`src/rtl/adc_record_engine.sv`:
```
// Trigger-started, fixed-length ADC record capture with per-group decimation summing and per-channel inversion.
// Build option: define ADC_REC_SATURATE_EN to clamp each channel sum at 2^ACC_W-1 instead of wrapping.
module adc_record_engine #(
    parameter int NCH      = 8,
    parameter int SAMPLE_W = 12,
    parameter int ACC_W    = 16,
    parameter int ADDR_W   = 15,
    parameter int DIV_W    = 4,
    parameter int DLY_W    = 16
) (
    input  logic                      adc_clkinp,
    input  logic                      iStateReset_n,
    input  logic                      iSampleValid,
    input  logic [NCH*SAMPLE_W-1:0]   iSampleData,
    input  logic [NCH-1:0]            iInvertMask,
    input  logic                      itxTrig,
    input  logic                      iAbort,
    input  logic                      iIntClear,
    input  logic [ADDR_W:0]           iRecLength,
    input  logic [DIV_W-1:0]          iDecim,
    input  logic [DLY_W-1:0]          iTrigDelay,
    output logic                      otxTrigAck,
    output logic [7:0]                oRcvInterrupt,
    output logic                      oBusy,
    output logic                      oWREN,
    output logic [ADDR_W-1:0]         oWAddr,
    output logic [NCH*ACC_W-1:0]      oADCData,
    output logic [NCH*ACC_W/8-1:0]    oBYTEEN,
    output logic [7:0]                oMissedTrig
);

    localparam logic [1:0] S_IDLE    = 2'd0;
    localparam logic [1:0] S_DELAY   = 2'd1;
    localparam logic [1:0] S_CAPTURE = 2'd2;
    localparam logic [1:0] S_DONE    = 2'd3;

    localparam logic [ADDR_W:0]   LEN_ONE  = {{ADDR_W{1'b0}}, 1'b1};
    localparam logic [ADDR_W:0]   LEN_MAX  = {1'b1, {ADDR_W{1'b0}}};
    localparam logic [ADDR_W-1:0] ADDR_ONE = {{(ADDR_W-1){1'b0}}, 1'b1};
    localparam logic [DIV_W-1:0]  DIV_ONE  = {{(DIV_W-1){1'b0}}, 1'b1};
    localparam logic [DLY_W-1:0]  DLY_ONE  = {{(DLY_W-1){1'b0}}, 1'b1};

    logic [1:0]            r_state;
    logic                  r_trig_prev;
    logic [ADDR_W:0]       r_len;
    logic [DIV_W-1:0]      r_decim;
    logic [DIV_W-1:0]      r_grp;
    logic [DLY_W-1:0]      r_dly;
    logic [DLY_W-1:0]      r_dly_cnt;
    logic [ADDR_W-1:0]     r_addr;
    logic                  r_fin;
    logic [NCH*ACC_W-1:0]  r_acc;

    logic                  w_edge;
    logic                  w_cap;
    logic                  w_grp_end;
    logic                  w_last_word;
    logic [ADDR_W:0]       w_len_clamped;
    logic [NCH*ACC_W-1:0]  w_sum;

    function automatic logic [ACC_W-1:0] sample_ext(input logic [SAMPLE_W-1:0] s, input logic inv);
        sample_ext = ACC_W'(s ^ {SAMPLE_W{inv}});
    endfunction

    function automatic logic [ACC_W-1:0] acc_add(input logic [ACC_W-1:0] a, input logic [ACC_W-1:0] b);
`ifdef ADC_REC_SATURATE_EN
        logic [ACC_W:0] s;
        s = {1'b0, a} + {1'b0, b};
        acc_add = s[ACC_W] ? {ACC_W{1'b1}} : s[ACC_W-1:0];
`else
        acc_add = a + b;
`endif
    endfunction

    assign w_edge        = itxTrig & ~r_trig_prev;
    assign w_len_clamped = (iRecLength > LEN_MAX) ? LEN_MAX : iRecLength;
    assign w_cap         = (r_state == S_CAPTURE) && iSampleValid && !r_fin;
    assign w_grp_end     = (r_grp == r_decim);
    assign w_last_word   = ({1'b0, r_addr} == (r_len - LEN_ONE));

    // First frame of a group replaces the running sum; later frames add into it.
    always_comb begin
        w_sum = '0;
        for (int c = 0; c < NCH; c++) begin
            if (r_grp == '0)
                w_sum[c*ACC_W +: ACC_W] = sample_ext(iSampleData[c*SAMPLE_W +: SAMPLE_W], iInvertMask[c]);
            else
                w_sum[c*ACC_W +: ACC_W] = acc_add(r_acc[c*ACC_W +: ACC_W],
                                                  sample_ext(iSampleData[c*SAMPLE_W +: SAMPLE_W], iInvertMask[c]));
        end
    end

    always_ff @(posedge adc_clkinp) begin
        if (w_cap)
            r_acc <= w_sum;
    end

    always_ff @(posedge adc_clkinp or negedge iStateReset_n) begin
        if (!iStateReset_n) begin
            r_state     <= S_IDLE;
            r_trig_prev <= 1'b0;
            r_len       <= '0;
            r_decim     <= '0;
            r_grp       <= '0;
            r_dly       <= '0;
            r_dly_cnt   <= '0;
            r_addr      <= '0;
            r_fin       <= 1'b0;
            oWREN       <= 1'b0;
            oWAddr      <= '0;
            oADCData    <= '0;
            oBYTEEN     <= '0;
            oMissedTrig <= '0;
        end else begin
            r_trig_prev <= itxTrig;
            oWREN       <= 1'b0;
            oBYTEEN     <= '0;
            if (w_edge && !iAbort && (r_state != S_IDLE) && (oMissedTrig != 8'hFF))
                oMissedTrig <= oMissedTrig + 8'd1;

            if (iAbort) begin
                r_state <= S_IDLE;
                r_fin   <= 1'b0;
            end else begin
                case (r_state)
                    S_IDLE: begin
                        if (w_edge) begin
                            r_len     <= w_len_clamped;
                            r_decim   <= iDecim;
                            r_dly     <= iTrigDelay;
                            r_grp     <= '0;
                            r_dly_cnt <= '0;
                            r_addr    <= '0;
                            r_fin     <= 1'b0;
                            if (w_len_clamped == '0)
                                r_state <= S_DONE;
                            else if (iTrigDelay != '0)
                                r_state <= S_DELAY;
                            else
                                r_state <= S_CAPTURE;
                        end
                    end
                    S_DELAY: begin
                        // The strobe that completes the count is consumed here and never summed.
                        if (iSampleValid) begin
                            if (r_dly_cnt == (r_dly - DLY_ONE))
                                r_state <= S_CAPTURE;
                            else
                                r_dly_cnt <= r_dly_cnt + DLY_ONE;
                        end
                    end
                    S_CAPTURE: begin
                        if (r_fin) begin
                            r_state <= S_DONE;
                        end else if (iSampleValid) begin
                            if (w_grp_end) begin
                                oWREN    <= 1'b1;
                                oBYTEEN  <= '1;
                                oWAddr   <= r_addr;
                                oADCData <= w_sum;
                                r_addr   <= r_addr + ADDR_ONE;
                                r_grp    <= '0;
                                if (w_last_word)
                                    r_fin <= 1'b1;
                            end else begin
                                r_grp <= r_grp + DIV_ONE;
                            end
                        end
                    end
                    default: begin
                        if (iIntClear)
                            r_state <= S_IDLE;
                    end
                endcase
            end
        end
    end

    assign oBusy         = (r_state != S_IDLE);
    assign otxTrigAck    = (r_state == S_DELAY) || (r_state == S_CAPTURE);
    assign oRcvInterrupt = (r_state == S_DONE) ? 8'hFF : 8'h00;

endmodule

```
`config.mk`:
```
export PLATFORM = sky130hd
export DESIGN_NAME = adc_record_engine
export DESIGN_NICKNAME = d
export VERILOG_FILES = /design/src/rtl/adc_record_engine.sv
export SDC_FILE = /design/constraint.sdc
export NUM_CORES = 1
export LEC_CHECK = 0
export CORE_UTILIZATION = 51
export CTS_BUF_LIST = sky130_fd_sc_hd__clkbuf_8
export CTS_CLUSTER_SIZE = 40
export DETAILED_ROUTE_END_ITERATION = 7
export GPL_TIMING_DRIVEN = 0
export PLACE_DENSITY = 0.87
export SLEW_MARGIN = 20
export SYNTH_ARGS = -nofsm -noshare
export SYNTH_HDL_FRONTEND = slang
export SYNTH_SLANG_ARGS = --single-unit
```
`constraint.sdc`:
```
create_clock -name adc_clkinp -period 8.4 [get_ports adc_clkinp]
set_clock_uncertainty 0.15 [all_clocks]
set_input_delay 2.52 -clock adc_clkinp [delete_from_list [all_inputs] [get_ports adc_clkinp]]
set_output_delay 2.52 -clock adc_clkinp [all_outputs]
set_load 0.02 [all_outputs]
```
==> flow_summary_export.csv <==
group,metric,value,unit
run_status,status,"completed",
worst_setup_path,crit_path_top_delay_cell,"a2111oi_0",
worst_setup_path,critPathMostFrequentCell,"xnor2_1",
worst_hold_path,hold_class,"register to register",
die,fp.dieH,204.5,um
worst_setup_path,crit_chain,"clkdlybuf4s50_1 -> buf_1 -> xnor2_1 -> inv_1 -> ha_1 -> fa_1 -> a21o_1 -> a21oi_1 -> o21ai_0 -> a2111oi_0 -> o31ai_1 -> xnor2_1 -> nor2_1",
routing,drc,0,
yosys,synth_top_area_cell,"dfrtp_1",
routing,drt_iter0_drc,1395,
worst_setup_path,cp_data_required_time,8.63,ns
power,clock_power_share,25.6,%
worst_setup_path,cp_data_arrival_time,6.63,ns
clocking,cts_resized,0,
sta,setup_ws,1.994,ns
yosys,syn_inst,2134,
worst_setup_path,worst-setup-path-type,"input pin to register",
flow_run,cap_violations,0,
sta,tightest_slew,1.131,ns
cells_and_area,drive_above_1_share,8.437,%
clocking,cts_tree,"done",
clocking,cts_max_level,2,
cells_and_area,fin_cells,3099,
die,design.core.area,0.04010,mm2
sta,relSlewSlack,24.61,%
routing,totalWireLength,61.10,mm
power,power_density,235.3,mW/mm2
routing,viasPerCell,5.787,
grt,grt_pass1_vias,17967,
worst_hold_path,hp-start,"oADCData[56]$_DFFE_PN0P_",
clocking,cts_sinks,355,
place,dpl.hpwl,45.31,mm
power,p_seq_share,37.6,%
power,internal-power,3.900,mW
grt,grt_start_max_net_pins,88,
routing,vias,17934,
power,ir_drop,0.0001392,V
power,power.switching,2.266,mW
power,p_comb_share,36.7,%
clocking,cts-root-buf,"clkbuf_8",
yosys,synth-seq-cells,355,
yosys,synth-seq-area-share,45.55,%
clocking,cts_buffers,57,
worst_setup_path,crit_buf_inv,3,
worst_setup_path,slowest_delay,0.68,ns
cells_and_area,syn2layout_area_growth,25.32,%
grt,antenna_found_initial,2,
sta,setup_viol,0,
die,die-width,204.5,um
die,initial_core_util,52.14,%
routing,post_drt_wl_per_cell,19.72,um
grt,overflow,0,
yosys,syn_area,0.02091,mm2
sta,hold_viol_final,0,
yosys,syn_area_per_cell,9.797,um2
yosys,synth_cell_types,64,
cells_and_area,fin_nets,2784,
place,dpl.cell_count,2989,
sta,fmax,156.1,MHz
sta,whs,0.3284,ns
cells_and_area,seq_area,0.009524,mm2
die,dieArea,0.04181,mm2
yosys,ys_top_cells_by_area,"dfrtp_1 (27%), edfxtp_1 (18%), nand2_1 (6.5%)",
cells_and_area,layout_common_cells,"nand2_1 (363), clkdlybuf4s50_1 (322), dfrtp_1 (227)",
die,placementRows,73,
yosys,synth_edf_count,128,
worst_setup_path,crit_family,"compound AO/OA/AOI/OAI gates",
cells_and_area,multiInputGateArea,0.01065,mm2
yosys,synth.net_count,2395,
worst_setup_path,endpoint_kind,"register",
place,io_buffers,323,
yosys,synth_top_cell_area_share,27.17,%
yosys,ys.flop_type,"dfrtp_1",
yosys,async_reset_ff_share,63.94,%
place,dpl_worst_slack,1.381,ns
worst_setup_path,crit_fanout,10,
cells_and_area,final_util,65.34,%
clocking,path_clk_slew,0.06,ns
sta,maxSlewViolCount,0,
sta,fin_crit_sh,76.26,%
worst_setup_path,reg2reg_from,"r_state[0]$_DFFE_PN0P_",
place,placed_area,0.02499,mm2
cells_and_area,nFillCells,3056,
worst_setup_path,critPathLaunch,"iInvertMask[1]",
grt,grtUsageTotal,29.31,%
die,io_pins,324,
grt,grt_pass1_wl,94.88,mm
sta,rsz0062_at_grt,"false",
power,sw_frac_of_total,36.75,%
clocking,cts_setup_buffers,0,
routing,postRouteAntennaNets,0,
cells_and_area,final_common_cell,"nand2_1",
clocking,cts_max_path_buffers,3,
power,p_leak,11.29,nW
sta,period_needed,6.406,ns
cells_and_area,fin_area,0.02620,mm2
clocking,holdBufCountCts,0,
yosys,synth_warnings,0,
clocking,worstSkewPairLatency,0.66,ns
routing,firstDrtPassIters,6,
worst_setup_path,cp-start-kind,"input pin",
place,routabilityCongestion,0.9243,
==> registers in the layout (all words and copies together), names as in the netlist <==
register,cells
oBYTEEN,1
r_len,16
r_dly_cnt,16
r_addr,15
oWAddr,15
r_grp,4
r_decim,4
r_fin,1
oADCData,128
oMissedTrig,8
r_state,2
r_dly,16
r_acc,128
r_trig_prev,1
==> path summary, 6_finish.rpt <==
path | end | slack (ns) | cells after the start
worst min register to register | oADCData[56]$_DFFE_PN0P_ | 0.33 | 2
min in group asynchronous | oADCData[36]$_DFFE_PN0P_ | 1.67 | 1
worst max register to register | oADCData[69]$_DFFE_PN0P_ | 4.09 | 11
max in group asynchronous | oMissedTrig[4]$_DFFE_PN0P_ | 5.23 | 3
worst max-delay path | r_acc[28]$_DFFE_PP_ | 1.99 | 13
worst min-delay path | oADCData[56]$_DFFE_PN0P_ | 0.33 | 2
==> layer usage <==
| layer | track usage [%] | vias to the layer above | routed length, um |
|---|---|---|---|
| met2 | 48.67 | 865 | 28690 |
| li1 | - | 8290 | - |
| met1 | 36.05 | 8590 | 23800 |
| met4 | 14.47 | 0 | 2907 |
| met5 | 0 | - | 0 |
| met3 | 6.346 | 189 | 5699 |
==> area by class of cell <==
| type | instances | share of cell area, % |
|---|---|---|
| inverters | 61 | 0.8739 |
| flip-flops and latches | 355 | 36.35 |
| clock buffers | 69 | 3.624 |
| diodes | 2 | 0.01910 |
| clock inverters | 39 | 0.9885 |
| plain buffers | 109 | 1.967 |
| multi-input cells | 1609 | 40.63 |
| well taps | 525 | 2.507 |
| repair buffers | 330 | 13.04 |
==> metrics by stage <==
step | setup TNS (ns) | power [mW]
2_1_floorplan | 0 | 3.740
3_3_place_gp | -1691.48 | 4.473
3_5_place_dp | 0 | 4.570
4_1_cts | 0 | 6.161
5_1_grt | 0 | 6.483
6_report | 0 | 6.166
==> worst register-to-register path, delay by kind of cell, from the launching register on <==
kind	cells	cell delay (ns)
adder cells (fa/ha/maj)	1	0.14
buffers and inverters	5	2.07
flip-flops	1	0.42
AND/OR/NAND/NOR	5	1.49
==> synthesized netlist by cell type, types with 8 or more instances <==
cell,instances
xnor2_1,118
nor2_1,139
mux2i_1,12
a41oi_1,9
a22o_1,12
nor2b_1,10
and3_1,12
buf_4,24
ha_1,107
buf_1,20
nor3_1,36
dfrtp_1,227
a2111oi_0,9
a211o_1,12
clkbuf_1,62
or3_1,25
o21bai_1,13
xor2_1,128
nand2_1,363
nand4_1,16
nor4_1,23
o21a_1,20
nand3_1,42
a21oi_1,101
mux2_2,77
nand2b_1,28
inv_1,60
or4_1,9
and2_1,10
o21ai_0,130
a21o_1,35
o31ai_1,19
a31oi_1,22
edfxtp_1,128
fa_1,8
==> kinds of logic (layout without fill, tap and decap cells) <==
kind of cell / after synthesis / in the layout / synth area share, %
other cells: 0 / 2 / 0
flops: 355 / 355 / 45.55
buf+inv: 170 / 608 / 3.561
xor+xnor: 246 / 246 / 10.31
mux: 89 / 89 / 4.722
simple gates: 734 / 734 / 15.73
compound gates: 425 / 425 / 12.96
fa+ha+maj: 115 / 115 / 7.169
==> power by group through the flow <==
| stage | Combinational [mW] | Clock (mW) | Sequential [mW] |
|---|---|---|---|
| 2_1_floorplan | 1.31 | 0 | 2.43 |
| 3_5_place_dp | 2.22 | 0 | 2.35 |
| 3_3_place_gp | 2.13 | 0 | 2.34 |
| 6_report | 2.27 | 1.58 | 2.32 |
| 4_1_cts | 2.24 | 1.60 | 2.32 |
| 5_1_grt | 2.45 | 1.68 | 2.35 |
No activity file was read; power rests on OpenSTA's default activity.
